[src/rtl/pic_irq_sequencer.sv]
// pic_irq_sequencer
//   8-level interrupt request sequencer: captures requests on IR0..IR7
//   (edge or level), resolves fully nested priority against the in-service
//   register, and runs the two-acknowledge vector handshake with the CPU.
//
// Ports
//   clk, rst            clock; synchronous active-high reset
//   ir[7:0]             interrupt request lines
//   imr[7:0]            mask (1 = masked)
//   ltim                1 = level-triggered, 0 = edge-triggered
//   aeoi                automatic EOI on the second acknowledge
//   vector_base[4:0]    vector bits T7..T3
//   inta                one-cycle acknowledge strobe
//   eoi_ns / eoi_sp     non-specific / specific EOI strobes
//   eoi_level[2:0]      level cleared by eoi_sp
//   rotate              (ROTATE_PRIO_EN only) rotate priority on EOI
//   int_out             interrupt request to CPU
//   vector_out[7:0]     {vector_base, level}, held between pulses
//   vector_oe           vector_out valid for one cycle
//   irr[7:0], isr[7:0]  request / in-service registers
//
// Build option
//   ROTATE_PRIO_EN      adds the rotate input and a rotating priority pointer;
//                       without it the pointer is fixed at 7 (IR0 highest).
module pic_irq_sequencer (
    input  logic       clk,
    input  logic       rst,
    input  logic [7:0] ir,
    input  logic [7:0] imr,
    input  logic       ltim,
    input  logic       aeoi,
    input  logic [4:0] vector_base,
    input  logic       inta,
    input  logic       eoi_ns,
    input  logic       eoi_sp,
    input  logic [2:0] eoi_level,
`ifdef ROTATE_PRIO_EN
    input  logic       rotate,
`endif
    output logic       int_out,
    output logic [7:0] vector_out,
    output logic       vector_oe,
    output logic [7:0] irr,
    output logic [7:0] isr
);

    typedef enum logic [1:0] {IDLE, PEND, VEC} state_t;

    state_t     state, state_n;
    logic       int_out_n;
    logic       latch_fire;
    logic       vec_fire;

    logic [7:0] ir_q;
    logic [2:0] ptr;
    logic [2:0] level;
    logic       spurious;

    logic [7:0] req;
    logic       win_valid;
    logic [2:0] win_lvl;
    logic       isr_hi_valid;
    logic [2:0] isr_hi_lvl;

    logic [7:0] isr_clr;
    logic [7:0] isr_set;
    logic [7:0] irr_clr;
    logic [7:0] irr_n;

    assign req = irr & ~imr;

    // Walk levels from highest to lowest priority (starting just above the
    // pointer). The first in-service level found blocks itself and everything
    // below it, which gives the strictly-higher nesting rule.
    always_comb begin : prio_scan
        logic [2:0] lvl;
        win_valid    = 1'b0;
        win_lvl      = '0;
        isr_hi_valid = 1'b0;
        isr_hi_lvl   = '0;
        lvl          = '0;
        for (int unsigned k = 0; k < 8; k++) begin
            lvl = ptr + 3'd1 + k[2:0];
            if (!isr_hi_valid && isr[lvl]) begin
                isr_hi_valid = 1'b1;
                isr_hi_lvl   = lvl;
            end
            if (!win_valid && !isr_hi_valid && req[lvl]) begin
                win_valid = 1'b1;
                win_lvl   = lvl;
            end
        end
    end

    always_comb begin
        state_n    = state;
        int_out_n  = 1'b0;
        latch_fire = 1'b0;
        vec_fire   = 1'b0;
        case (state)
            IDLE: begin
                if (win_valid) begin
                    state_n   = PEND;
                    int_out_n = 1'b1;
                end
            end
            PEND: begin
                int_out_n = 1'b1;
                if (inta) begin
                    latch_fire = 1'b1;
                    int_out_n  = 1'b0;
                    state_n    = VEC;
                end
            end
            VEC: begin
                if (inta) begin
                    vec_fire = 1'b1;
                    state_n  = IDLE;
                end
            end
            default: state_n = IDLE;
        endcase
    end

    always_ff @(posedge clk) begin
        if (rst) begin
            state   <= IDLE;
            int_out <= 1'b0;
        end else begin
            state   <= state_n;
            int_out <= int_out_n;
        end
    end

    // Clears are gathered first and applied before sets, so an EOI landing on
    // the same bit as a first-acknowledge grant leaves that bit set.
    always_comb begin
        isr_clr = '0;
        isr_set = '0;
        irr_clr = '0;
        if (eoi_sp) begin
            isr_clr[eoi_level] = 1'b1;
        end else if (eoi_ns && isr_hi_valid) begin
            isr_clr[isr_hi_lvl] = 1'b1;
        end
        if (vec_fire && aeoi && !spurious) begin
            isr_clr[level] = 1'b1;
        end
        if (latch_fire && win_valid) begin
            isr_set[win_lvl] = 1'b1;
            irr_clr[win_lvl] = 1'b1;
        end
    end

    // Edge mode holds a captured request while the line stays high; either
    // mode drops it as soon as the line goes low.
    assign irr_n = ~irr_clr & ir & ({8{ltim}} | ~ir_q | irr);

    always_ff @(posedge clk) begin
        if (rst) begin
            ir_q       <= '0;
            irr        <= '0;
            isr        <= '0;
            level      <= 3'd7;
            spurious   <= 1'b0;
            vector_out <= '0;
            vector_oe  <= 1'b0;
        end else begin
            ir_q      <= ir;
            irr       <= irr_n;
            isr       <= (isr & ~isr_clr) | isr_set;
            vector_oe <= vec_fire;
            if (latch_fire) begin
                level    <= win_valid ? win_lvl : 3'd7;
                spurious <= ~win_valid;
            end
            if (vec_fire) begin
                vector_out <= {vector_base, level};
            end
        end
    end

`ifdef ROTATE_PRIO_EN
    logic [2:0] ptr_n;

    // An automatic EOI overrides a coincident non-specific EOI as the new
    // lowest-priority level.
    always_comb begin
        ptr_n = ptr;
        if (rotate) begin
            if (!eoi_sp && eoi_ns && isr_hi_valid) begin
                ptr_n = isr_hi_lvl;
            end
            if (vec_fire && aeoi && !spurious) begin
                ptr_n = level;
            end
        end
    end

    always_ff @(posedge clk) begin
        if (rst) begin
            ptr <= 3'd7;
        end else begin
            ptr <= ptr_n;
        end
    end
`else
    assign ptr = 3'd7;
`endif

endmodule

[config.mk]
export PLATFORM = sky130hd
export DESIGN_NAME = pic_irq_sequencer
export DESIGN_NICKNAME = d
export VERILOG_FILES = /design/src/rtl/pic_irq_sequencer.sv
export SDC_FILE = /design/constraint.sdc
export NUM_CORES = 1
export LEC_CHECK = 0
export CAP_MARGIN = 20
export CORE_ASPECT_RATIO = 0.6
export CORE_UTILIZATION = 50
export DETAILED_ROUTE_END_ITERATION = 10
export GPL_TIMING_DRIVEN = 0
export PLACE_DENSITY = 0.89
export SYNTH_ARGS = -nofsm -noshare
export SYNTH_HDL_FRONTEND = slang
export SYNTH_SLANG_ARGS = --single-unit
[constraint.sdc]
create_clock -name clk -period 5 [get_ports clk]
set_input_delay 1.25 -clock clk [delete_from_list [all_inputs] [get_ports clk]]
set_output_delay 1.25 -clock clk [all_outputs]
set_load 0.01 [all_outputs]
==> results.py <==
metrics = {
    "clock_network": {
        "postCtsHoldBufs": 0,
        "cts.sinks": 40,
        "cts_tree": "done",
        "root_buffer": "clkbuf_8",
        "clk_latency_ns": 0.31,
        "cts_setup_buffers": 0,
        "clock_path_buffers": 2,
        "cts_buffers": 5,
        "cts_resized": 0,
        "htree_levels": 2,
        "clkTransAtPathRegs_ns": 0.08,
    },
    "sta": {
        "setup-violations-final": 0,
        "relSlewSlack": 0.578,
        "fin_skew_ns": 0.00749,
        "worstMarginPinSlew_ns": 0.628,
        "rsz0062_at_grt": "no",
        "post-route-period-util": 0.616,
        "hold_slack_ns": 0.464,
        "setup_tns_ns": 0,
        "max_freq_ghz": 0.325,
        "slew_violations": 0,
        "hold_violations": 0,
        "fin_crit_ns": 3.08,
    },
    "critical_path": {
        "endpoint_kind": "flip-flop",
        "required_ns": 5.20,
        "critPathLaunchType": "input port",
        "worstPathArrival_ns": 3.28,
        "critPathKind": "in2reg",
        "crit_path_max_fanout": 9,
    },
    "yosys": {
        "synthCells": 217,
        "synth_edf_count": 0,
        "ys_seq_elements": 40,
        "synth_compound_area_frac": 0.188,
        "synth_top_family_by_area": "simple AND/OR/NAND/NOR gates",
        "synth_top_area_frac": 0.418,
        "ys_warn_count": 0,
        "syn_avg_cell_area_um2": 8.83,
        "synth-seq-area-share": 0.418,
        "synthTopCellsByArea": "dfxtp_1, nor2_1, nand2_1",
        "synth_top_area_cell": "dfxtp_1",
        "synth_most_common_cell": "dfxtp_1",
        "synthXorXnorAreaFrac": 0,
        "synth_fp_nets": 248,
        "synth_cell_type_count": 53,
        "syn_area_um2": 1920,
        "yosys.area_share.simple": 0.345,
        "async_reset_ff_frac": 0,
        "muxShareOfSynthArea": 0.0313,
        "synth_fa_ha_area_frac": 0,
        "synth_ff_type": "dfxtp_1",
        "synth_common_cells": "dfxtp_1, nor2_1, nand2_1",
    },
    "floorplan": {
        "ios": 57,
        "num_rows": 17,
        "coreArea_um2": 3660,
        "dieWidth_um": 81.9,
        "die_y_um": 50.0,
        "start_util": 0.524,
        "dieArea_um2": 4090,
    },
    "placement": {
        "gp_congestion": 0.914,
        "port_buffers": 55,
        "dp_hpwl_mm": 3.92,
    },
    "pwr": {
        "pwr-share-clk": 0.431,
        "p_seq_frac": 0.408,
        "power.internal_mw": 0.653,
        "combPwrFrac": 0.161,
        "leakagePower_nw": 1.02,
        "p_sw_mw": 0.203,
        "power_density_nw_per_um2": 319,
        "ir_drop_uv": 278,
        "netSwitchingFraction": 0.237,
    },
    "min_path": {
        "hold_class": "reg2reg",
    },
    "global_routing": {
        "overflow": 0,
        "antenna_found_initial": 0,
        "grt_pass1_vias": 1659,
        "grt_max_degree": 14,
        "gr-usage-all-layers": 0.275,
        "grt_pass1_wl_mm": 8.10,
    },
    "finish": {
        "seq_area_um2": 801,
        "synthToLayoutAreaGrowth_pct": 40.1,
        "nets": 310,
        "drive_above_1_share": 0.0857,
        "diodes": 0,
        "multi_input_area_um2": 1080,
        "fill_cells": 283,
    },
    "drt": {
        "drtAntennaViolNets": 0,
        "firstDrtPassIters": 5,
        "drc": 0,
        "wirelength_mm": 5.31,
        "wire_per_inst_um": 16.2,
        "vias": 1910,
        "drt-initial-drc-count": 164,
        "vias_per_cell": 5.84,
    },
    "status": {
        "run_status": "finished, final reports clean",
    },
    "job": {
        "maxCapViolCount": 0,
    },
}
## power by group through the flow
stage          logic [mW]  registers [mW]  clock network [mW]
2_1_floorplan      0.0731           0.357                   0
3_3_place_gp        0.133           0.355                   0
3_5_place_dp        0.135           0.356                   0
4_1_cts             0.136           0.349               0.370
5_1_grt             0.149           0.351               0.388
6_report            0.138           0.349               0.369
## logic make-up after synthesis
kind of cell           count (synthesis)
AOI/OAI and AO/OA                     46
buffers and inverters                  9
DFF                                   40
muxes                                  6
and+or+nand+nor                      116
## flip-flops by register name (all words and copies together), names as in the netlist
register,flops
ir_q,8
irr,8
isr,8
vector_out,8
level,3
state,2
int_out,1
spurious,1
vector_oe,1
## worst max-delay path: stages
cell,delay (ns)
clkdlybuf4s50_1,0.55
nand2_1,0.08
or2_2,0.27
buf_1,0.23
nor2_1,0.14
nand3_1,0.15
or3b_1,0.42
and3_1,0.19
## cells in the final DEF (no fill, tap or decap), drive strengths merged, types with 3 or more instances in the layout
cell type | synthesis | routed
a211o | 3 | 3
or4 | 3 | 3
nor2 | 29 | 29
nand2b | 12 | 12
a2111oi | 3 | 3
and3 | 5 | 5
buf | 5 | 5
nor4 | 5 | 5
nor2b | 13 | 13
o2bb2ai | 3 | 3
o21ai | 5 | 5
mux2i | 6 | 6
a21oi | 14 | 14
nand3 | 4 | 4
clkdlybuf4s50 | 0 | 55
nand2 | 24 | 24
clkbuf | 2 | 7
dfxtp | 40 | 40
bufinv | 0 | 3
nor3b | 3 | 3
nor3 | 7 | 7
## per-layer routing
metal  vias up  routed length [um]  global-route usage
li1        912                   -                   -
met1       899                2540               0.390
met2        90                2280               0.398
met3         9                 433               0.100
met4         0                  57              0.0497
met5         -                   0                   0
## worst paths after layout
kind | startpoint | end | slack (ns) | depth (start not counted)
worst max-delay path | inta | irr[7] | 1.92 | 8
worst min-delay path | vector_out[0] | vector_out[0] | 0.46 | 2
worst max register to register | isr[0] | irr[4] | 2.58 | 7
worst min register to register | vector_out[0] | vector_out[0] | 0.46 | 2
## final cells by class
| class | instances | area share |
|---|---|---|
| multi-input cells | 168 | 0.403 |
| plain buffers | 7 | 0.0103 |
| clock buffers | 5 | 0.0256 |
| flip-flops and latches | 40 | 0.298 |
| well taps | 47 | 0.0219 |
| inverters | 2 | 0.00280 |
| clock inverters | 3 | 0.0336 |
| repair buffers | 55 | 0.205 |
## through the flow
stage / cells / worst slack (ns) / instance area (um^2) / total power [mW] / util
floorplan: 217 / 2.39 / 1920 / 0.430 / -
global placement: 319 / 1.65 / 2530 / 0.488 / 0.690
detailed placement: 319 / 1.62 / 2530 / 0.491 / 0.690
CTS: 327 / 1.92 / 2690 / 0.855 / 0.734
global route: 327 / 1.76 / 2690 / 0.888 / 0.734
finish: 327 / 1.92 / 2690 / 0.856 / 0.734
No activity file was read; power rests on OpenSTA's default activity.
